===== src/rtl/procesador_pkg.sv =====
// Shared types for the Procesador control unit: opcodes, FSM states,
// ALU/shifter function codes and the packed datapath control word.
package procesador_pkg;

    typedef enum logic [3:0] {
        OP_NOP = 4'h0,
        OP_ADD = 4'h1,
        OP_SUB = 4'h2,
        OP_AND = 4'h3,
        OP_OR  = 4'h4,
        OP_XOR = 4'h5,
        OP_ADI = 4'h6,
        OP_MOV = 4'h7,
        OP_SHL = 4'h8,
        OP_SHR = 4'h9,
        OP_LD  = 4'hA,
        OP_ST  = 4'hB,
        OP_BRZ = 4'hC,
        OP_BRN = 4'hD,
        OP_JMP = 4'hE,
        OP_HLT = 4'hF
    } opcode_e;

    typedef enum logic [2:0] {
        ST_IDLE,
        ST_FETCH,
        ST_DECODE,
        ST_EXEC,
        ST_PAUSE
    } state_e;

    localparam logic [3:0] G_PASS_A = 4'b0000;
    localparam logic [3:0] G_ADD    = 4'b0010;
    localparam logic [3:0] G_SUB    = 4'b0101;
    localparam logic [3:0] G_AND    = 4'b1000;
    localparam logic [3:0] G_OR     = 4'b1010;
    localparam logic [3:0] G_XOR    = 4'b1100;

    localparam logic [1:0] H_PASS = 2'b00;
    localparam logic [1:0] H_SHL  = 2'b01;
    localparam logic [1:0] H_SHR  = 2'b10;
    localparam logic [1:0] H_ZERO = 2'b11;

    typedef struct packed {
        logic [1:0] a_sel;
        logic [1:0] b_sel;
        logic [1:0] dest_sel;
        logic [1:0] h_sel;
        logic [3:0] g_sel;
        logic       mb_sel;
        logic       md_sel;
        logic       mf_sel;
        logic       load_en;
        logic       mem_wr;
    } ctrl_word_t;

    // ALU and shifter opcodes are the ones whose result flags get latched.
    function automatic logic op_writes_flags(input opcode_e op);
        return (op >= OP_ADD) && (op <= OP_SHR);
    endfunction

endpackage


===== src/rtl/procesador_decoder.sv =====
// Combinational instruction decoder: IR -> datapath control word and immediate.
// The caller is responsible for gating the result to the EXEC cycle.
module procesador_decoder
    import procesador_pkg::*;
#(
    parameter int m = 8
) (
    input  logic [2*m-1:0] ir,
    output ctrl_word_t     ctrl,
    output logic [m-1:0]   cons_in
);

    opcode_e      op;
    logic [1:0]   dr;
    logic [1:0]   sa;
    logic [1:0]   sb;
    logic [m-1:0] imm;

    always_comb begin
        op      = opcode_e'(ir[2*m-1 -: 4]);
        dr      = ir[2*m-5 -: 2];
        sa      = ir[2*m-7 -: 2];
        imm     = ir[m-1:0];
        sb      = imm[1:0];
        ctrl    = '0;
        cons_in = '0;

        case (op)
            OP_ADD, OP_SUB, OP_AND, OP_OR, OP_XOR, OP_ADI: begin
                ctrl.dest_sel = dr;
                ctrl.a_sel    = sa;
                ctrl.b_sel    = sb;
                ctrl.load_en  = 1'b1;
                case (op)
                    OP_SUB:  ctrl.g_sel = G_SUB;
                    OP_AND:  ctrl.g_sel = G_AND;
                    OP_OR:   ctrl.g_sel = G_OR;
                    OP_XOR:  ctrl.g_sel = G_XOR;
                    default: ctrl.g_sel = G_ADD;
                endcase
                if (op == OP_ADI) begin
                    ctrl.mb_sel = 1'b1;
                    cons_in     = imm;
                end
            end
            OP_MOV: begin
                ctrl.dest_sel = dr;
                ctrl.a_sel    = sa;
                ctrl.g_sel    = G_PASS_A;
                ctrl.load_en  = 1'b1;
            end
            OP_SHL, OP_SHR: begin
                ctrl.dest_sel = dr;
                ctrl.b_sel    = sb;
                ctrl.mf_sel   = 1'b1;
                ctrl.h_sel    = (op == OP_SHL) ? H_SHL : H_SHR;
                ctrl.load_en  = 1'b1;
            end
            OP_LD: begin
                ctrl.dest_sel = dr;
                ctrl.a_sel    = sa;
                ctrl.md_sel   = 1'b1;
                ctrl.load_en  = 1'b1;
            end
            OP_ST: begin
                ctrl.a_sel  = sa;
                ctrl.b_sel  = sb;
                ctrl.mem_wr = 1'b1;
            end
            default: ;
        endcase
    end

endmodule


===== src/rtl/procesador_control_unit.sv =====
// Fetch/decode/execute sequencer driving the Procesador datapath control word.
// Define PROCESADOR_STEP_EN to add the step input and a PAUSE state after each EXEC.
module procesador_control_unit
    import procesador_pkg::*;
#(
    parameter int m = 8
) (
    input  logic           clk,
    input  logic           rst,
    input  logic           run,
`ifdef PROCESADOR_STEP_EN
    input  logic           step,
`endif
    output logic           imem_req,
    output logic [m-1:0]   imem_addr,
    input  logic           imem_valid,
    input  logic [2*m-1:0] imem_data,
    input  logic [3:0]     Tags,
    output logic [1:0]     A_sel,
    output logic [1:0]     B_sel,
    output logic [1:0]     Dest_sel,
    output logic [1:0]     H_sel,
    output logic [3:0]     G_sel,
    output logic           MB_sel,
    output logic           MD_sel,
    output logic           MF_sel,
    output logic           Load_en,
    output logic [m-1:0]   Cons_IN,
    output logic           mem_wr,
    output logic           halted
);

    state_e         state_q, state_d;
    logic [m-1:0]   pc_q, pc_d;
    logic [2*m-1:0] ir_q, ir_d;
    logic [3:0]     flags_q, flags_d;
    logic           halted_q, halted_d;
    logic           imem_req_q, imem_req_d;
    ctrl_word_t     ctrl_q, ctrl_d;
    logic [m-1:0]   cons_q, cons_d;

    ctrl_word_t     dec_ctrl;
    logic [m-1:0]   dec_cons;
    opcode_e        op;
    logic [m-1:0]   imm;
    logic           unused_flags;

    procesador_decoder #(.m(m)) u_decoder (
        .ir      (ir_q),
        .ctrl    (dec_ctrl),
        .cons_in (dec_cons)
    );

    assign op           = opcode_e'(ir_q[2*m-1 -: 4]);
    assign imm          = ir_q[m-1:0];
    assign unused_flags = ^flags_q[3:2];

    always_comb begin
        state_d    = state_q;
        pc_d       = pc_q;
        ir_d       = ir_q;
        flags_d    = flags_q;
        halted_d   = halted_q;
        imem_req_d = 1'b0;
        ctrl_d     = '0;
        cons_d     = '0;

        // Outputs are registered, so each one is set on the edge entering the state that shows it.
        case (state_q)
            ST_IDLE: begin
                if (run) begin
                    pc_d       = '0;
                    flags_d    = '0;
                    halted_d   = 1'b0;
                    imem_req_d = 1'b1;
                    state_d    = ST_FETCH;
                end
            end
            ST_FETCH: begin
                if (imem_valid) begin
                    ir_d    = imem_data;
                    pc_d    = pc_q + 1'b1;
                    state_d = ST_DECODE;
                end else begin
                    imem_req_d = 1'b1;
                end
            end
            ST_DECODE: begin
                ctrl_d  = dec_ctrl;
                cons_d  = dec_cons;
                state_d = ST_EXEC;
            end
            ST_EXEC: begin
                if (op_writes_flags(op)) begin
                    flags_d = Tags;
                end
                // imm is m bits wide, so a plain m-bit add is the sign-extended offset mod 2^m.
                case (op)
                    OP_BRZ:  if (flags_q[0]) pc_d = pc_q + imm;
                    OP_BRN:  if (flags_q[1]) pc_d = pc_q + imm;
                    OP_JMP:  pc_d = imm;
                    default: ;
                endcase
                if (op == OP_HLT) begin
                    halted_d = 1'b1;
                    state_d  = ST_IDLE;
                end else begin
`ifdef PROCESADOR_STEP_EN
                    state_d    = ST_PAUSE;
`else
                    imem_req_d = 1'b1;
                    state_d    = ST_FETCH;
`endif
                end
            end
`ifdef PROCESADOR_STEP_EN
            ST_PAUSE: begin
                if (step) begin
                    imem_req_d = 1'b1;
                    state_d    = ST_FETCH;
                end
            end
`endif
            default: state_d = ST_IDLE;
        endcase
    end

    always_ff @(posedge clk) begin
        if (rst) begin
            state_q    <= ST_IDLE;
            pc_q       <= '0;
            ir_q       <= '0;
            flags_q    <= '0;
            halted_q   <= 1'b0;
            imem_req_q <= 1'b0;
            ctrl_q     <= '0;
            cons_q     <= '0;
        end else begin
            state_q    <= state_d;
            pc_q       <= pc_d;
            ir_q       <= ir_d;
            flags_q    <= flags_d;
            halted_q   <= halted_d;
            imem_req_q <= imem_req_d;
            ctrl_q     <= ctrl_d;
            cons_q     <= cons_d;
        end
    end

    assign imem_req  = imem_req_q;
    assign imem_addr = pc_q;
    assign A_sel     = ctrl_q.a_sel;
    assign B_sel     = ctrl_q.b_sel;
    assign Dest_sel  = ctrl_q.dest_sel;
    assign H_sel     = ctrl_q.h_sel;
    assign G_sel     = ctrl_q.g_sel;
    assign MB_sel    = ctrl_q.mb_sel;
    assign MD_sel    = ctrl_q.md_sel;
    assign MF_sel    = ctrl_q.mf_sel;
    assign Load_en   = ctrl_q.load_en;
    assign mem_wr    = ctrl_q.mem_wr;
    assign Cons_IN   = cons_q;
    assign halted    = halted_q;

endmodule


===== config.mk =====
export PLATFORM = sky130hd
export DESIGN_NAME = procesador_control_unit
export DESIGN_NICKNAME = d
export VERILOG_FILES = /design/src/rtl/procesador_pkg.sv /design/src/rtl/procesador_decoder.sv /design/src/rtl/procesador_control_unit.sv
export SDC_FILE = /design/constraint.sdc
export NUM_CORES = 1
export LEC_CHECK = 0
export CORE_MARGIN = 3
export CORE_UTILIZATION = 40
export CTS_BUF_LIST = sky130_fd_sc_hd__clkbuf_4
export CTS_CLUSTER_SIZE = 8
export DETAILED_ROUTE_END_ITERATION = 7
export PLACE_DENSITY_LB_ADDON = 0.2
export SLEW_MARGIN = 10
export SYNTH_ARGS = -nofsm -noshare
export SYNTH_HDL_FRONTEND = slang
export SYNTH_SLANG_ARGS = --single-unit

===== constraint.sdc =====
create_clock -name clk -period 3.38 [get_ports clk]
set_input_delay 0.676 -clock clk [delete_from_list [all_inputs] [get_ports clk]]
set_output_delay 0.676 -clock clk [all_outputs]
set_load 0.01 [all_outputs]

# After elaboration in Yosys (flattened, before gate mapping)
# Cells that the tools add are included.
classes:
  add_sub_neg: 2
  order_cmp: 2
  n_eq_ne: 25
  muxes: 27
  n_bitwise: 7
  n_reduce_logical: 21
op_table:
  columns: ["cell", "count"]
  rows:
  - ["8-bit one-hot mux with 3 select lines", 2]
  - ["4-bit equality test (second input constant)", 8]
  - ["8-bit two-way mux", 4]
  - ["9-bit OR reduction", 2]
  - ["4-bit by 3-bit equality test with 1-bit output (second input constant)", 4]
  - ["4-bit one-hot mux with 4 select lines", 1]
  - ["3-bit OR reduction", 5]
  - ["3-bit one-hot mux with 4 select lines", 1]
  - ["1-bit two-way mux", 11]
  - ["10-bit OR reduction", 1]
  - ["8-bit by 1-bit adder with 8-bit output (second input constant)", 1]
  - ["8-bit adder", 1]
  - ["4-bit by 2-bit equality test with 1-bit output (second input constant)", 2]
  - ["2-bit inequality test (second input constant)", 4]
  - ["1-bit NOT", 7]
  - ["3-bit by 2-bit equality test with 1-bit output (second input constant)", 2]
  - ["2-bit two-way mux", 3]
  - ["3-bit two-way mux", 2]
  - ["3-bit inequality test (second input constant)", 2]
  - ["3-bit AND reduction", 2]
  - ["6-bit AND reduction", 1]
  - ["6-bit OR reduction", 1]
  - ["4-bit by 1-bit equality test with 1-bit output (second input constant)", 1]
  - ["4-bit by 1-bit greater-or-equal comparator with 1-bit output (second input constant)", 1]
  - ["other kinds (13)", 15]
word_totals:
  reg_bits: 56
  output_inout_bits: 35
  wordCells: 101

# Depth between registers and ports, before layout
depth:
  word_depth: 4
  mapped_depth: 9
  depth_no_buf: 7

# By module
# A second synthesis with hierarchy kept.
unflattened:
  hier_cells: 322
  area_unflattened_um2: 2824.0
modules_own_cells:
  columns: ["module", "instances", "cells_each", "area_per_inst_um2", "seq_area_each_um2"]
  rows:
  - ["procesador_control_unit", 1, 277, 2504.9, 1101.1]
  - ["procesador_decoder", 1, 45, 319.1, 0.0]

# Worst setup path before layout
# No wires, ideal clock.
synth_timing:
  kind: "register to register"
  startpoint: "register pc_q[0] (netlist: imem_addr[0])"
  endpoint: "register pc_q[6] (netlist: imem_addr[6])"
  arrival_ns: 1.739
  setup_slack_ns: 1.502
  path_stages_with_launch: 8
  n_path_buf: 0
  synth_period_minus_slack_ns: 1.878
  cell_sequence: "dfxtp_1 > ha_1 > fa_1 > a21oi_1 > o2bb2ai_1 > mux2i_1 > a221oi_2 > a211oi_2"
synth_between:
  elab_chain_len: 4
  word_cells_on_any_way: 7
  classes_between: "add/sub: 2; mux: 5"
synth_rtl:
  columns: ["item", "line_no", "text"]
  rows:
  - ["start, declared", "procesador_control_unit.sv:34", "logic [m-1:0] pc_q, pc_d;"]
  - ["start signal, assigned", "procesador_control_unit.sv:140", "pc_q <= pc_d;"]
  - ["8-bit adder", "procesador_control_unit.sv:99, procesador_control_unit.sv:100", null]
  - ["8-bit two-way mux (on tied branches)", "procesador_control_unit.sv:100, procesador_control_unit.sv:99", null]
  - ["8-bit one-hot mux with 3 select lines", "procesador_control_unit.sv:98", "case (op)"]
  - ["8-bit one-hot mux with 3 select lines *", "procesador_control_unit.sv:69", "case (state_q)"]
# Every way passes the cells marked *; elsewhere a longest branch is shown, timed or not. The select of a mux whose other input is x is not followed.
# A chain may end at the register's enable or synchronous reset.

# Worst setup path after layout
layout_timing:
  startpoint: "register pc_q[1] (netlist: imem_addr[1])"
  endpoint: "output port imem_addr[1]"
layout_rtl:
  columns: ["item", "line_no", "text"]
  rows:
  - ["end, declared", "procesador_control_unit.sv:15", "output logic [m-1:0] imem_addr,"]
# No word-level cell between the ends.

==> impl_metrics.ini <==
[pwr]
power_density_nw_per_um2 = 561
p_sw_uw = 755
finalPower_uw = 1900
internal_power_uw = 1150
p_seq_share_pct = 43.0
power_frac_clock_pct = 16.8
p_comb_share_pct = 40.2
netSwitchingFraction_pct = 39.7
p_leak_uw = 0.00126
ir_drop_v = 0.000285

[clocking]
cts_hold_buf = 0
htree_num_levels = 2
ctsResizeCount = 0
clk_path_buf_depth = 2
tritoncts = yes
cts_buffers = 5
clk-insertion-delay-late_ps = 380
clkTransAtPathRegs_ps = 180
clockRootBuffer = clkbuf_4
clkSinkCount = 55
post_cts_buffers = 0

[synth]
ys_types = 61
synth-main-ff-cell = dfxtp_1
synth.avg_cell_area_um2 = 8.69
seq_area_frac_synth_pct = 39.9
yosys_warnings = 0
synth_fp_nets = 355
async_flop_share_pct = 0
synth_edf_count = 0
netlist_area_um2 = 2760
netlist_instances = 318
ys_ff_latch = 55

[place]
hpwl_um = 4450
io_buffers = 56
placed_area_um2 = 3330
gp_congestion = 0.816
place_ws_ps = 866

[critical_path]
critPathKind = reg2out
critPathMaxFanout = 8
critPathSlowestCell = clkdlybuf4s50_1
reg2reg_to = imem_addr[7]$_SDFFE_PP0P_
path_cells = clkdlybuf4s50_1
r2r-start = state_q[1]$_SDFFE_PP0P_
arrival_ps = 1550
cp_num_buf_inv = 1
worst_r2r_path_depth = 7
worst_path_dominant_cell_family = buffers and inverters
slowest_delay_ps = 600
crit_required_ps = 2700
endpoint_kind = output port
r2r_slack_ps = 1300
crit_path_start_kind = flip-flop

[floorplanning]
die-area_um2 = 7940
design.core.area_um2 = 6530
die_h_um = 89.1
top_level_ports = 59
initial_utilization_pct = 42.3
die_x_um = 89.1
row_count = 29

[route]
drt-wirelength-per-cell_um = 13.9
vias = 2337
drc = 0
via_per_inst = 5.28
wirelength_um = 6170
ant_nets = 0
dr.pass1.iters = 4
drt_iter0_markers = 89

[grt]
antenna_found_initial = 0
grt_pass1_wl_um = 10700
grt_max_degree = 32
overflow = 0
track_usage_pct = 17.0
grt_pass1_vias = 2330

[hold_path]
hp-class = reg2reg
holdPathEnd = ir_q[9]$_SDFFE_PP0P_
min_from = ir_q[9]$_SDFFE_PP0P_
hold_depth = 2

[timing]
fin_worst_skew_ps = 19.3
hold_viol = 0
rsz0062_at_grt = false
finalSetupViolCount = 0
slew_headroom_pct = 54.4
worst_pin_slew_ps = 683
fmax_ghz = 0.449
min_period_over_period_pct = 65.9
fin_setup_tns_ps = 0
layout_setup_ws_ps = 1150
finalCriticalPeriod_ps = 2230
slew_viol_final = 0

[final_layout]
syn2layout_area_growth_pct = 22.8
final_cell_mix = clkdlybuf4s50_1 (56), dfxtp_1 (55), nand2_1 (53)
finish.utilization_pct = 52.0
nNetsFinal = 402
layout_commonest_cell = clkdlybuf4s50_1
antennaDiodeCount = 0
final_cell_area_um2 = 3390
drive_above_1_share_pct = 8.74

[outcome]
status = complete, no violations

[flow_run]
cap_viol_max_count = 0
==> layer usage <==
metal	GRT usage, %	up-vias	part of all wire [%]
met3	3.04	13	4.2
li1	-	1209	-
met2	28.7	54	46
met5	0	-	0
met4	5.95	0	2.3
met1	21.8	1061	48
==> stage by stage <==
stage,instances,hold slack (ps)
final,443,461
after global routing,443,497
after CTS,443,464
after detailed placement,435,442
after global placement,435,436
after floorplan,318,430
==> flip-flops by register name, indices dropped and copies added (netlist names) <==
| register | cells |
|---|---|
| imem_req | 1 |
| state_q | 2 |
| flags_q | 2 |
| Cons_IN | 8 |
| G_sel | 4 |
| H_sel | 2 |
| B_sel | 2 |
| Load_en | 1 |
| ir_q | 16 |
| MB_sel | 1 |
| MF_sel | 1 |
| MD_sel | 1 |
| mem_wr | 1 |
| A_sel | 2 |
| Dest_sel | 2 |
| imem_addr | 8 |
| halted | 1 |
==> worst max-delay path by stage <==
stage	slack [ps]	cells past startpoint	endpoint	start
3_5_place_dp	870	6	imem_addr[7]$_SDFFE_PP0P_	run
5_1_grt	1070	1	imem_addr[1]	imem_addr[1]$_SDFFE_PP0P_
4_1_cts	1120	1	imem_addr[1]	imem_addr[1]$_SDFFE_PP0P_
3_3_place_gp	910	6	imem_addr[7]$_SDFFE_PP0P_	run
6_report	1150	1	imem_addr[1]	imem_addr[1]$_SDFFE_PP0P_
2_1_floorplan	1500	7	imem_addr[6]$_SDFFE_PP0P_	imem_addr[0]$_SDFFE_PP0P_
==> worst register-to-register path: stages (launching register included) <==
cell	delay [ps]
dfxtp_1	420
inv_1	80
ha_1	320
nor2b_4	200
nor3_4	300
and2_4	330
o211ai_1	130
o211a_1	240
==> power groups by stage <==
stage          Sequential [uW]  Combinational [uW]  Clock [uW]
2_1_floorplan              805                 651           0
3_3_place_gp               832                 754           0
3_5_place_dp               834                 767           0
4_1_cts                    819                 770         331
5_1_grt                    834                 864         353
6_report                   819                 765         320
==> synthesized netlist by cell type (3+ instances only) <==
library cell  instances  area share, %
a21oi_1              36            6.5
o211ai_1              4            1.1
inv_1                 6           0.82
and2_1               19            4.3
nand4_1               4           0.91
clkbuf_1              9            1.2
nand2_1              53            7.2
ha_1                 12            5.4
nor3_1                8            1.4
buf_2                 6            1.1
xnor2_1               5            1.6
nand2b_1              3           0.68
nor2_2                3           0.68
mux2i_1               5            1.8
dfxtp_1              55             40
nor2_1               18            2.4
a211oi_2              4            1.8
nand3_1              10            1.8
o21ai_0               8            1.4
==> layout make-up <==
cell class	instances	area, um2
inverter	6	22.5
multi-input combinational	238	1530
sequential	55	1100
clock buffer	5	37.5
fill	616	3140
tap	77	96.3
timing repair buffer	59	583
clock inverter	3	27.5
==> logic make-up (layout without fill, tap and decap cells) <==
group / after synthesis / count (layout) / share of synthesized area, %
AND/OR/NAND/NOR: 138 / 138 / 26.0
AO/OA/AOI/OAI: 76 / 76 / 19.3
flip-flops: 55 / 55 / 39.9
buffers and inverters: 25 / 73 / 4.94
adder cells (fa/ha/maj): 13 / 13 / 6.16
XOR/XNOR: 6 / 6 / 1.90
multiplexers: 5 / 5 / 1.81
(Power assumes the default switching activity.)
